$ cat src/rtl/sid_regbank_pkg.sv
// rtl/sid_regbank_pkg.sv - register map constants and helpers shared by the SID register front-end
package sid_regbank_pkg;

    localparam int NUM_WREGS = 25;

    localparam logic [4:0] REG_V1_FREQ_LO = 5'h00;
    localparam logic [4:0] REG_V1_FREQ_HI = 5'h01;
    localparam logic [4:0] REG_V1_PW_LO   = 5'h02;
    localparam logic [4:0] REG_V1_PW_HI   = 5'h03;
    localparam logic [4:0] REG_V1_CTRL    = 5'h04;
    localparam logic [4:0] REG_V1_AD      = 5'h05;
    localparam logic [4:0] REG_V1_SR      = 5'h06;
    localparam logic [4:0] REG_V2_FREQ_LO = 5'h07;
    localparam logic [4:0] REG_V2_FREQ_HI = 5'h08;
    localparam logic [4:0] REG_V2_PW_LO   = 5'h09;
    localparam logic [4:0] REG_V2_PW_HI   = 5'h0A;
    localparam logic [4:0] REG_V2_CTRL    = 5'h0B;
    localparam logic [4:0] REG_V2_AD      = 5'h0C;
    localparam logic [4:0] REG_V2_SR      = 5'h0D;
    localparam logic [4:0] REG_V3_FREQ_LO = 5'h0E;
    localparam logic [4:0] REG_V3_FREQ_HI = 5'h0F;
    localparam logic [4:0] REG_V3_PW_LO   = 5'h10;
    localparam logic [4:0] REG_V3_PW_HI   = 5'h11;
    localparam logic [4:0] REG_V3_CTRL    = 5'h12;
    localparam logic [4:0] REG_V3_AD      = 5'h13;
    localparam logic [4:0] REG_V3_SR      = 5'h14;
    localparam logic [4:0] REG_FC_LO      = 5'h15;
    localparam logic [4:0] REG_FC_HI      = 5'h16;
    localparam logic [4:0] REG_RES_FILT   = 5'h17;
    localparam logic [4:0] REG_MODE_VOL   = 5'h18;
    localparam logic [4:0] REG_POTX       = 5'h19;
    localparam logic [4:0] REG_POTY       = 5'h1A;
    localparam logic [4:0] REG_OSC3       = 5'h1B;
    localparam logic [4:0] REG_ENV3       = 5'h1C;

    localparam logic [4:0] PW_HI_IDX [3] = '{REG_V1_PW_HI, REG_V2_PW_HI, REG_V3_PW_HI};

    // Pulse-width high registers only implement the low nibble.
    function automatic logic is_pw_hi(input logic [4:0] idx);
        logic hit;
        hit = 1'b0;
        for (int i = 0; i < 3; i++) begin
            if (idx == PW_HI_IDX[i]) hit = 1'b1;
        end
        return hit;
    endfunction

endpackage

$ cat src/rtl/sid_bus_channel.sv
// rtl/sid_bus_channel.sv - per-core register array, decaying bus latch and pot sampler
module sid_bus_channel
    import sid_regbank_pkg::*;
#(
    parameter int DECAY_TICKS = 8000,
    parameter int POT_PERIOD  = 512
) (
    input  logic                   clk,
    input  logic                   reset,
    input  logic                   ce_1m,
    input  logic                   wr_en,
    input  logic [4:0]             wr_idx,
    input  logic [7:0]             wr_data,
    input  logic                   rd_load,
    input  logic [7:0]             rd_data,
    input  logic [7:0]             pot_x,
    input  logic [7:0]             pot_y,
    output logic [7:0]             bus_latch,
    output logic [7:0]             pot_x_smp,
    output logic [7:0]             pot_y_smp,
    output logic [NUM_WREGS*8-1:0] regs
);

    localparam int DW = $clog2(DECAY_TICKS + 1);
    localparam int PW = $clog2(POT_PERIOD);

    logic [DW-1:0] decay_cnt;
    logic [PW-1:0] pot_cnt;

    always_ff @(posedge clk) begin
        if (reset) begin
            bus_latch <= '0;
            decay_cnt <= '0;
            pot_cnt   <= '0;
            pot_x_smp <= '0;
            pot_y_smp <= '0;
            regs      <= '0;
        end else begin
            // An access reload takes priority over the decay step in the same cycle.
            if (wr_en) begin
                bus_latch <= wr_data;
                decay_cnt <= DW'(DECAY_TICKS);
            end else if (rd_load) begin
                bus_latch <= rd_data;
                decay_cnt <= DW'(DECAY_TICKS);
            end else if (ce_1m && decay_cnt != '0) begin
                decay_cnt <= decay_cnt - DW'(1);
                if (decay_cnt == DW'(1)) bus_latch <= '0;
            end

            if (ce_1m) begin
                if (pot_cnt == PW'(POT_PERIOD - 1)) begin
                    pot_cnt   <= '0;
                    pot_x_smp <= pot_x;
                    pot_y_smp <= pot_y;
                end else begin
                    pot_cnt <= pot_cnt + PW'(1);
                end
            end

            if (wr_en) begin
                for (int r = 0; r < NUM_WREGS; r++) begin
                    if (wr_idx == 5'(r)) begin
                        regs[r*8 +: 8] <= is_pw_hi(wr_idx) ? {4'h0, wr_data[3:0]} : wr_data;
                    end
                end
            end
        end
    end

endmodule

$ cat src/rtl/sid_regbank_multi.sv
// rtl/sid_regbank_multi.sv - multi-core SID register front-end: decode, arbitration and readback
module sid_regbank_multi
    import sid_regbank_pkg::*;
#(
    parameter int NUM_SID     = 2,
    parameter int SEL_W       = 1,
    parameter int DECAY_TICKS = 8000,
    parameter int POT_PERIOD  = 512
) (
    input  logic                     clk,
    input  logic                     reset,
    input  logic                     ce_1m,
    input  logic                     we,
    input  logic                     re,
    input  logic [SEL_W+4:0]         addr,
    input  logic [7:0]               data_in,
    output logic [7:0]               data_out,
    output logic                     rd_valid,
    input  logic [NUM_SID*8-1:0]     pot_x,
    input  logic [NUM_SID*8-1:0]     pot_y,
    input  logic [NUM_SID*8-1:0]     osc3,
    input  logic [NUM_SID*8-1:0]     env3,
    output logic [NUM_SID*200-1:0]   regs
);

    logic [SEL_W-1:0]     sel;
    logic [4:0]           idx;
    logic [2**SEL_W-1:0]  sel_map;
    logic                 sel_ok;
    logic                 wr_fire;
    logic                 rd_fire;
    logic [7:0]           rd_data;
    logic [7:0]           latch_a [NUM_SID];
    logic [7:0]           potx_a  [NUM_SID];
    logic [7:0]           poty_a  [NUM_SID];

    assign sel = addr[SEL_W+4:5];
    assign idx = addr[4:0];

    always_comb begin
        sel_map = '0;
        for (int s = 0; s < 2**SEL_W; s++) sel_map[s] = (s < NUM_SID);
    end

    assign sel_ok  = sel_map[sel];
    assign wr_fire = we && sel_ok;
    // A write in the same cycle wins; the read is dropped entirely.
    assign rd_fire = re && !we;

    always_comb begin
        rd_data = 8'h00;
        for (int s = 0; s < NUM_SID; s++) begin
            if (sel_ok && sel == SEL_W'(s)) begin
                case (idx)
                    REG_POTX: rd_data = potx_a[s];
                    REG_POTY: rd_data = poty_a[s];
                    REG_OSC3: rd_data = osc3[s*8 +: 8];
                    REG_ENV3: rd_data = env3[s*8 +: 8];
                    default:  rd_data = latch_a[s];
                endcase
            end
        end
    end

    for (genvar g = 0; g < NUM_SID; g++) begin : g_ch
        sid_bus_channel #(
            .DECAY_TICKS(DECAY_TICKS),
            .POT_PERIOD (POT_PERIOD)
        ) u_ch (
            .clk      (clk),
            .reset    (reset),
            .ce_1m    (ce_1m),
            .wr_en    (wr_fire && sel == SEL_W'(g)),
            .wr_idx   (idx),
            .wr_data  (data_in),
            .rd_load  (rd_fire && sel_ok && sel == SEL_W'(g)),
            .rd_data  (rd_data),
            .pot_x    (pot_x[g*8 +: 8]),
            .pot_y    (pot_y[g*8 +: 8]),
            .bus_latch(latch_a[g]),
            .pot_x_smp(potx_a[g]),
            .pot_y_smp(poty_a[g]),
            .regs     (regs[g*200 +: 200])
        );
    end

    always_ff @(posedge clk) begin
        if (reset) begin
            data_out <= 8'h00;
            rd_valid <= 1'b0;
        end else begin
            rd_valid <= rd_fire;
            if (rd_fire) data_out <= rd_data;
        end
    end

endmodule

$ cat config.mk
export PLATFORM = sky130hd
export DESIGN_NAME = sid_regbank_multi
export DESIGN_NICKNAME = d
export VERILOG_FILES = /design/src/rtl/sid_regbank_pkg.sv /design/src/rtl/sid_bus_channel.sv /design/src/rtl/sid_regbank_multi.sv
export SDC_FILE = /design/constraint.sdc
export NUM_CORES = 1
export LEC_CHECK = 0
export ABC_AREA = 1
export BUFFER_PORTS_ARGS = -buffer_cell sky130_fd_sc_hd__buf_4
export CAP_MARGIN = 30
export CORE_MARGIN = 5
export CORE_UTILIZATION = 45
export DETAILED_ROUTE_END_ITERATION = 10
export HOLD_SLACK_MARGIN = 0.06
export PLACE_DENSITY_LB_ADDON = 0.2
export SYNTH_ARGS = -nofsm -noshare
export SYNTH_HDL_FRONTEND = slang
export SYNTH_SLANG_ARGS = --single-unit
$ cat constraint.sdc
create_clock -name clk -period 2.17 [get_ports clk]
set_clock_uncertainty 0.2 [all_clocks]
set_input_delay 0.217 -clock clk [delete_from_list [all_inputs] [get_ports clk]]
set_output_delay 0.217 -clock clk [all_outputs]
set_load 0.01 [all_outputs]
==> reports/metrics.cfg, run 1 <==
[floorplanning]
rows = 74
die_height_um = 213.5
io_pins = 492
die_width_um = 213.5
start_util_pct = 45.52
coreArea_sq_mm = 0.04092
die_area_sq_mm = 0.04557

[placement]
post_dp_cell_area_sq_mm = 0.02275
gp_congestion = 0.9153
io_buffers = 467
place_ws_ns = -0.1397
place_inst = 3247
hpwl_mm = 45.82

[sta]
setup_viol = 0
slew_headroom_pct = 33.69
hold_viol = 0
finalMaxSlewViolations = 0
rsz0062_at_grt = no
fin_crit_sh_pct = 94.89
worst_pin_slew_ns = 0.9910
setup_ws_ns = 0.1109
max_freq_mhz = 485.6
finalCriticalPeriod_ns = 2.059

[hold_path]
min_from = we
hold_depth = 6
min_delay_worst_endpoint = g_ch[1].u_ch.regs[80]
min_path_type = primary input to flip-flop

[synth]
synth_top_area_share_pct = 51.26
yosysUniqueCellTypes = 35
ys_warn_count = 0
yosys-top-cells-area = dfxtp_1, a21oi_1, nand2_1
ys_top_cells_by_count = dfxtp_1, nand2_1, nor2_1, a21oi_1, o21ai_0
synth-edff-count = 0
ys_seq_area_share_pct = 51.26
synth.largest_area_cell = dfxtp_1
synth_most_common_cell = dfxtp_1
synth_ff_type = dfxtp_1
synth_area_sq_mm = 0.01863
syn_avg_cell_area_sq_um = 8.020
syn-instance-count = 2323
async_reset_ff_share_pct = 0
ys_seq_elements = 477

[critical_path]
rr_endpoint = g_ch[1].u_ch.pot_cnt[4]
startpoint_type = primary input
r2r-start = g_ch[1].u_ch.pot_cnt[0]
reg2regPathDepth = 10
worstPathArrival_ns = 2.33
cp-end-kind = flip-flop
reg2reg_setup_slack_ns = 0.17
cp_max_fo = 11
worstPathRequired_ns = 2.44
critPathKind = primary input to flip-flop

[global_routing]
grt-ovfl-total = 0
antenna_found_initial = 1
grt_pass1_vias = 17182
grt_max_degree = 87
grt_use_total_pct = 27.19
grt_pass1_wl_mm = 97.58

[cts]
clock-root-buffer = clkbuf_16
clock_path_buffers = 3
insertion_delay_ns = 0.59
cts_buffers = 50
htree_num_levels = 2
cts_sinks = 477
clkTransAtPathRegs_ns = 0.06
cts_tree = done

[power]
power.leakage_nw = 10.83
power.density_mw_per_mm2 = 768.1
ir_drop_mv = 0.5417

[detailed_routing]
drt_iter0_markers = 1389
ant_nets = 0
vias = 18255
drt-pass1-iter-count = 8
wirelength_mm = 65.80
drc = 0
wl_per_cell_um = 19.25
via_per_inst = 5.339

[layout]
final_cell_area_sq_mm = 0.02524
fin_cells = 3419
final_layout_size_suffix_gt1_share_pct = 24.67
area_growth_pct = 35.48
final_nets = 2941

[run_status]
outcome = complete, no violations

[job]
drv_cap = 0

## logic make-up (layout without fill, tap and decap cells)
group	Yosys count	after routing	synth area share [%]
adders and majority gates	10	10	0.6716
AOI/OAI and AO/OA	705	705	21.27
and+or+nand+nor	823	823	18.68
buffers and inverters	301	841	7.824
DFF	477	477	51.26
other	1	25	0.02013
xor gates and xnor gates	6	6	0.2821
## state kept, by name, summed over array words and instances (netlist names)
register	cells
data_out	8
rd_valid	1
g_ch.u_ch.pot_x_smp	16
g_ch.u_ch.regs	376
g_ch.u_ch.pot_y_smp	16
g_ch.u_ch.decay_cnt	26
g_ch.u_ch.bus_latch	16
g_ch.u_ch.pot_cnt	18
## per-stage QoR
stage               total power, mW  util, %  hold slack (ns)  setup TNS, ns
finish                        19.39    61.68          0.08794              0
floorplan                     10.17        -           0.1837              0
global route                  20.08    61.67           0.1019              0
global placement              10.72    55.58           0.2266        -0.5814
CTS                           19.49    61.44          0.06105              0
detailed placement            10.75    55.58           0.2358        -0.9349
## what timing repair did
action / CTS / global route
hold buffers: 74 / 3
endpoints found under the hold margin: 451 / 8
setup buffers: 0 / 3
endpoints found under the setup margin: 0 / 22
resized for setup: 0 / 11
## layer usage
layer / share of wire (%) / global-route usage (%) / up-vias
met5: 0 / 0 / -
met4: 4.6 / 11.12 / 0
met3: 9.1 / 7.271 / 173
met2: 46 / 44.13 / 805
met1: 41 / 34.61 / 8464
li1: - / - / 8813
## how the worst max path moves through the flow
stage,cells after the start,endpoint,start
2_1_floorplan,10,g_ch[1].u_ch.pot_cnt[4],g_ch[1].u_ch.pot_cnt[0]
3_3_place_gp,7,g_ch[1].u_ch.decay_cnt[2],addr[5]
3_5_place_dp,7,g_ch[1].u_ch.decay_cnt[2],addr[5]
4_1_cts,12,g_ch[0].u_ch.bus_latch[2],addr[1]
5_1_grt,9,g_ch[1].u_ch.regs[0],addr[2]
6_report,12,g_ch[0].u_ch.bus_latch[2],addr[1]
## critical path: stages
cell	delay, ns
buf_4	0.14
nor2_4	0.20
nand3_1	0.26
nand2_1	0.19
clkinvlp_4	0.22
nand3_1	0.16
nand2_1	0.06
nand2_1	0.05
dlygate4sd3_1	0.56
nand2_1	0.11
nand2_1	0.09
a21oi_1	0.06
## layout make-up
cell class                      count  area, sq um
Antenna cell                        1        2.502
Clock buffer                       74         1443
Clock inverter                     16        214.0
Fill cell                        3537        15680
Inverter                          116        447.9
Multi-Input combinational cell   1568         7735
Sequential cell                   477         9549
Tap cell                          532        665.6
Timing Repair Buffer              634         5176
Timing Repair inverter              1        7.507
## placed cells by master (no fill, tap or decap), drive strengths merged, types with 8 or more instances in the layout
cell / netlist / final
buf: 104 / 557
dfxtp: 477 / 477
nand2: 375 / 375
nor2: 329 / 329
a21oi: 316 / 316
o21ai: 260 / 260
a211oi: 116 / 116
inv: 112 / 111
dlygate4sd3: 0 / 77
nand3: 74 / 74
clkbuf: 81 / 74
nand4: 24 / 24
conb: 1 / 24
nor3: 15 / 15
clkinv: 4 / 12
ha: 10 / 10
a31oi: 8 / 8
## report_power, final
group          total [mW]  internal, mW  switching (mW)
Combinational        1.71         0.631            1.08
Clock                8.67          5.18            3.49
Sequential           9.00          8.90           0.101
(Power assumes the default switching activity.)
==> run 2: changes to the inputs <==
--- a/config.mk
+++ b/config.mk
@@ -12,6 +12,7 @@
 export CORE_UTILIZATION = 45
 export DETAILED_ROUTE_END_ITERATION = 10
 export HOLD_SLACK_MARGIN = 0.06
+export MAX_ROUTING_LAYER = met4
 export PLACE_DENSITY_LB_ADDON = 0.2
 export SYNTH_ARGS = -nofsm -noshare
 export SYNTH_HDL_FRONTEND = slang
==> constraint.sdc (replaced) <==
create_clock -name clk -period 2.2 [get_ports clk]
set_clock_uncertainty 0.2 [all_clocks]
set_input_delay 0.22 -clock clk [delete_from_list [all_inputs] [get_ports clk]]
set_output_delay 0.22 -clock clk [all_outputs]
set_load 0.01 [all_outputs]
==> reports/metrics.cfg, run 2 (synthesized netlist as in run 1, its figures left out) <==
[critical_path]
cp-end-kind = flip-flop
reg2reg_setup_slack_ns = 0.24  ; +0.07 ns
rr_endpoint = g_ch[0].u_ch.pot_x_smp[6]
worstPathRequired_ns = 2.43  ; about the same
startpoint_type = primary input
cp_max_fo = 19  ; +8
reg2regPathDepth = 8  ; -2
critPathKind = primary input to flip-flop
r2r-start = g_ch[0].u_ch.pot_cnt[0]
worstPathArrival_ns = 2.35  ; +0.02 ns

[layout]
final_common_cell = buf_4
final_cell_area_sq_mm = 0.02543  ; +0.75%
largest_reg_flops = 376  ; unchanged
final_nets = 2948  ; +0.24%
reg.largest.list = g_ch.u_ch.regs: 376 flops, g_ch.u_ch.decay_cnt: 26 flops, g_ch.u_ch.pot_cnt: 18 flops
final_layout_size_suffix_gt1_share_pct = 25.18  ; +0.51 points
layout_common_cells = buf_4, dfxtp_1, nand2_1
area_growth_pct = 36.50
top_register = g_ch.u_ch.regs

[power]
p_sw_share_pct = 23.57  ; -0.52 points
intPower_mw = 15.02  ; +2.1%
power.density_mw_per_mm2 = 772.9  ; +0.63%
power.total_mw = 19.66  ; +1.4%
switchingPower_mw = 4.633  ; -0.80%
pwr-share-seq_pct = 45.2  ; -1.2 points
ir_drop_mv = 0.6370  ; +18%
power_frac_comb_pct = 8.7  ; about the same
power.leakage_nw = 10.90  ; +0.69%
clockPowerShare_pct = 46.1  ; +1.4 points

[sta]
fin_crit_sh_pct = 96.47
fin_hold_ws_ns = 0.1218  ; +0.03388 ns
finalMaxSlewViolations = 0  ; unchanged
hold_viol = 0  ; unchanged
worst_pin_slew_ns = 0.7216  ; -0.2694 ns
final.setup.tns_ns = 0  ; unchanged
max_freq_mhz = 471.2
rsz0062_at_grt = yes
slew_headroom_pct = 51.84  ; +18 points
finalCriticalPeriod_ns = 2.122
setup_viol = 0  ; unchanged

[job]
drv_cap = 0  ; unchanged

[global_routing]
grt_pass1_wl_mm = 99.72  ; +2.2%
grt-ovfl-total = 0  ; unchanged
grt_use_total_pct = 28.55  ; +1.4 points
grt_pass1_vias = 17382  ; +1.2%
antenna_found_initial = 2  ; +1
grt_max_degree = 132  ; +52%

[detailed_routing]
via_per_inst = 5.355  ; +0.30%
drt-pass1-iter-count = 6  ; -2
wirelength_mm = 66.96  ; +1.8%
drt_iter0_markers = 1522  ; +9.6%
wl_per_cell_um = 19.55  ; +1.6%
drc = 0  ; unchanged
ant_nets = 0  ; unchanged
vias = 18342  ; +0.48%

[hold_path]
hold_depth = 7  ; +1
min_from = re
min_path_type = primary input to flip-flop
min_delay_worst_endpoint = g_ch[1].u_ch.decay_cnt[11]

[cts]
cts_buffers = 49  ; -2.0%
insertion_delay_ns = 0.58  ; about the same
cts_sinks = 477  ; unchanged
htree_num_levels = 2  ; unchanged
cts_tree = done
clkTransAtPathRegs_ns = 0.06  ; about the same
clock_path_buffers = 3  ; unchanged
clock-root-buffer = clkbuf_16

[placement]
hpwl_mm = 46.43  ; +1.3%
gp_congestion = 0.8921  ; -2.5%
post_dp_cell_area_sq_mm = 0.02271  ; -0.17%
io_buffers = 467  ; unchanged

[floorplanning]
die_width_um = 213.5  ; unchanged
coreArea_sq_mm = 0.04092  ; unchanged
io_pins = 492  ; unchanged
start_util_pct = 45.52  ; unchanged
die_height_um = 213.5  ; unchanged
rows = 74  ; unchanged
die_area_sq_mm = 0.04557  ; unchanged

[run_status]
outcome = complete, no violations

run 2: changes by cell type in the layout (fill, tap and decap cells not counted), sizes merged, moves of 2 or more:
cell         delta
buf             +6
bufinv          +4
clkbuf          -5
clkinv          -2
dlygate4sd3     +2
run 2: power by group through the flow:
stage / combinational (mW) / sequential [mW] / clock, mW
final: 1.72 / 8.89 / 9.05
after global routing: 1.87 / 8.89 / 9.55
after CTS: 1.67 / 8.88 / 9.21
after detailed placement: 1.55 / 9.07 / 0
after global placement: 1.52 / 9.07 / 0
after floorplan: 0.964 / 9.07 / 0
run 2: metal layers:
layer	track usage, %	vias to the layer above	wire (um)
met4	10.55	0	2689
met2	45.65	785	31320
met5	-	-	0
met3	6.672	172	5917
met1	35.48	8544	27030
li1	-	8841	-
run 2: worst max-delay path, stage by stage:
cell,delay (ns)
dlygate4sd3_1,0.56
buf_4,0.15
buf_4,0.18
nor2_4,0.16
inv_1,0.07
buf_4,0.23
nor3_2,0.29
buf_4,0.25
inv_1,0.10
nand2_1,0.07
a21oi_1,0.06
run 2: worst max path at each step:
stage	depth (start not counted)	slack, ns	start	to
4_1_cts	9	0.09	addr[3]	g_ch[1].u_ch.regs[7]
6_report	11	0.08	addr[5]	g_ch[0].u_ch.regs[48]
3_5_place_dp	7	0.03	we	g_ch[1].u_ch.regs[185]
5_1_grt	9	-0.03	addr[5]	g_ch[1].u_ch.regs[182]
2_1_floorplan	10	0.18	g_ch[1].u_ch.pot_cnt[0]	g_ch[1].u_ch.pot_cnt[4]
3_3_place_gp	11	0.07	addr[1]	g_ch[0].u_ch.bus_latch[2]
run 2: per-stage QoR:
stage | setup WS, ns | instances | util (%)
global placement | 0.06790 | 3247 | 55.49
finish | 0.07774 | 3425 | 62.14
detailed placement | 0.03317 | 3247 | 55.49
CTS | 0.09486 | 3413 | 61.74
floorplan | 0.1850 | 2346 | -
global route | -0.02903 | 3425 | 62.14
run 2: final cells by class:
type / instances / area [sq um]
antenna: 2 / 5.005
multi-input combinational: 1568 / 7735
tap: 532 / 665.6
timing repair buffer: 642 / 5246
sequential: 477 / 9549
clock inverter: 18 / 325.3
timing repair inverter: 1 / 7.507
fill: 3602 / 15490
clock buffer: 69 / 1441
inverter: 116 / 455.4
run 2: repair_timing:
action	4_1_cts	5_1_grt
hold buffers	79	0
gates resized for setup	0	14
buffers inserted	0	9
endpoints found under the setup margin	0	48
hold endpoints to repair	394	0
==> run 3: changes to the inputs <==
--- a/config.mk
+++ b/config.mk
@@ -9,7 +9,7 @@
 export BUFFER_PORTS_ARGS = -buffer_cell sky130_fd_sc_hd__buf_4
 export CAP_MARGIN = 30
 export CORE_MARGIN = 5
-export CORE_UTILIZATION = 45
+export CORE_UTILIZATION = 41
 export DETAILED_ROUTE_END_ITERATION = 10
 export HOLD_SLACK_MARGIN = 0.06
 export MAX_ROUTING_LAYER = met4
==> reports/metrics.cfg, run 3 (synthesized netlist as in run 1, its figures left out) <==
[run_status]
outcome = complete, no violations

[floorplanning]
coreArea_sq_mm = 0.04519  ; +10%
io_pins = 492  ; unchanged
die_height_um = 223.2  ; +4.5%
die_area_sq_mm = 0.04980  ; +9.3%
rows = 78  ; +5.4%
die_width_um = 223.2  ; +4.5%
start_util_pct = 41.23  ; -4.3 points

[layout]
layout_common_cells = buf_4, dfxtp_1, nand2_1
post-route-util_pct = 56.32  ; -5.8 points
area_growth_pct = 36.59  ; about the same
largest_reg_flops = 376  ; unchanged
reg.largest.list = g_ch.u_ch.regs: 376 flops, g_ch.u_ch.decay_cnt: 26 flops, g_ch.u_ch.pot_cnt: 18 flops
final_nets = 2954  ; +0.20%
top_register = g_ch.u_ch.regs
final_layout_size_suffix_gt1_share_pct = 25.05  ; -0.13 points
n_fill_cell = 4162  ; +16%
final_common_cell = buf_4

[sta]
hold_viol = 0  ; unchanged
setup_viol = 0  ; unchanged
finalMaxSlewViolations = 0  ; unchanged
rsz0062_at_grt = yes
max_freq_mhz = 468.4  ; -0.59%
fin_crit_sh_pct = 97.04  ; +0.57 points
final.setup.tns_ns = 0  ; unchanged
slew_headroom_pct = 47.03  ; -4.8 points
fin_hold_ws_ns = 0.1115  ; -0.01036 ns
setup_ws_ns = 0.06522  ; -0.01252 ns
worst_pin_slew_ns = 0.7946  ; +0.07301 ns
finalCriticalPeriod_ns = 2.135  ; +0.01252 ns

[global_routing]
antenna_found_initial = 4  ; +2
grt_pass1_vias = 17592  ; +1.2%
grt-ovfl-total = 0  ; unchanged
grt_use_total_pct = 26.58  ; -2.0 points
grt_pass1_wl_mm = 102.5  ; +2.8%
grt_max_degree = 152  ; +15%

[cts]
cts_buffers = 51  ; +4.1%
clock-root-buffer = clkbuf_16
clock_path_buffers = 3  ; unchanged
cts_tree = done
insertion_delay_ns = 0.58  ; about the same
cts_sinks = 477  ; unchanged
clkTransAtPathRegs_ns = 0.06  ; about the same
htree_num_levels = 2  ; unchanged

[detailed_routing]
via_per_inst = 5.223  ; -2.5%
drt-pass1-iter-count = 5  ; -1
wirelength_mm = 68.35  ; +2.1%
wl_per_cell_um = 19.51  ; -0.20%
vias = 18295  ; -0.26%
drc = 0  ; unchanged
ant_nets = 0  ; unchanged
drt_iter0_markers = 1315  ; -14%

[critical_path]
critPathKind = primary input to flip-flop
worstPathRequired_ns = 2.45  ; +0.02 ns
r2r-start = g_ch[0].u_ch.pot_cnt[1]
cp-end-kind = flip-flop
worstPathArrival_ns = 2.39  ; +0.04 ns
rr_endpoint = g_ch[0].u_ch.pot_y_smp[5]
startpoint_type = primary input
reg2reg_setup_slack_ns = 0.17  ; -0.07 ns
reg2regPathDepth = 8  ; unchanged
cp_max_fo = 8  ; -11

[placement]
place_ws_ns = -0.01475  ; -0.04792 ns
gp_congestion = 0.8515  ; -4.6%
io_buffers = 467  ; unchanged
hpwl_mm = 47.87  ; +3.1%

[hold_path]
hold_depth = 7  ; unchanged
min_from = env3[7]
min_delay_worst_endpoint = g_ch[0].u_ch.bus_latch[7]
min_path_type = primary input to flip-flop

[power]
ir_drop_mv = 0.5604  ; -12%
power.density_mw_per_mm2 = 751.8  ; -2.7%
power.total_mw = 19.13  ; -2.7%
power.leakage_nw = 10.91  ; about the same

[job]
drv_cap = 0  ; unchanged

run 3: changes by cell type in the layout (fill, tap and decap cells not counted), sizes merged:
cell / change
buf: +6
bufinv: -7
clkbuf: +9
clkinvlp: -4
diode: +3
dlygate4sd3: -1
inv: +4
run 3: how the worst max path moves through the flow:
stage | startpoint | endpoint | depth (start not counted)
6_report | addr[3] | g_ch[1].u_ch.regs[26] | 7
5_1_grt | addr[3] | g_ch[1].u_ch.regs[26] | 7
4_1_cts | g_ch[0].u_ch.pot_cnt[0] | g_ch[0].u_ch.pot_cnt[4] | 9
3_5_place_dp | addr[4] | g_ch[1].u_ch.regs[123] | 9
3_3_place_gp | addr[4] | g_ch[1].u_ch.regs[122] | 9
2_1_floorplan | g_ch[1].u_ch.pot_cnt[0] | g_ch[1].u_ch.pot_cnt[4] | 10
run 3: final cells by class:
| class | instances | area [sq um] | area share (%) |
|---|---|---|---|
| diodes | 5 | 12.51 | 0.04917 |
| inverters | 116 | 440.4 | 1.731 |
| repair buffers | 647 | 5306 | 20.85 |
| clock inverters | 12 | 122.6 | 0.4819 |
| clock buffers | 78 | 1538 | 6.043 |
| flip-flops and latches | 477 | 9549 | 37.53 |
| well taps | 600 | 750.7 | 2.950 |
| multi-input cells | 1568 | 7727 | 30.37 |
run 3: report_power, final:
group	total (mW)	internal, mW	leakage [nW]	switching [mW]
clock network	8.52	5.02	0.818	3.50
registers	8.88	8.78	3.86	0.101
logic	1.73	0.641	6.23	1.08
run 3: through the flow:
step                      area, sq um  instances
after floorplan                 18720       2346
after global placement          22820       3320
after detailed placement        22820       3320
after CTS                       25260       3488
after global routing            25440       3502
final                           25450       3503
run 3: repair_timing:
action | CTS | global route
setup buffers | 0 | 10
hold buffers | 78 | 0
endpoints found under the setup margin | 0 | 53
hold endpoints to repair | 342 | 0
resized for setup | 0 | 7
run 3: critical path, stage by stage:
cell	delay, ns
dlygate4sd3_1	0.57
buf_4	0.17
nor2_4	0.23
dlygate4sd3_1	0.62
nand3_1	0.25
o21ai_0	0.26
a21oi_1	0.06
run 3: metal layers:
metal	GRT usage, %	part of all wire (%)
met5	-	0
met1	32.53	41
met4	10.30	4.3
met2	42.22	46
met3	6.974	8.6
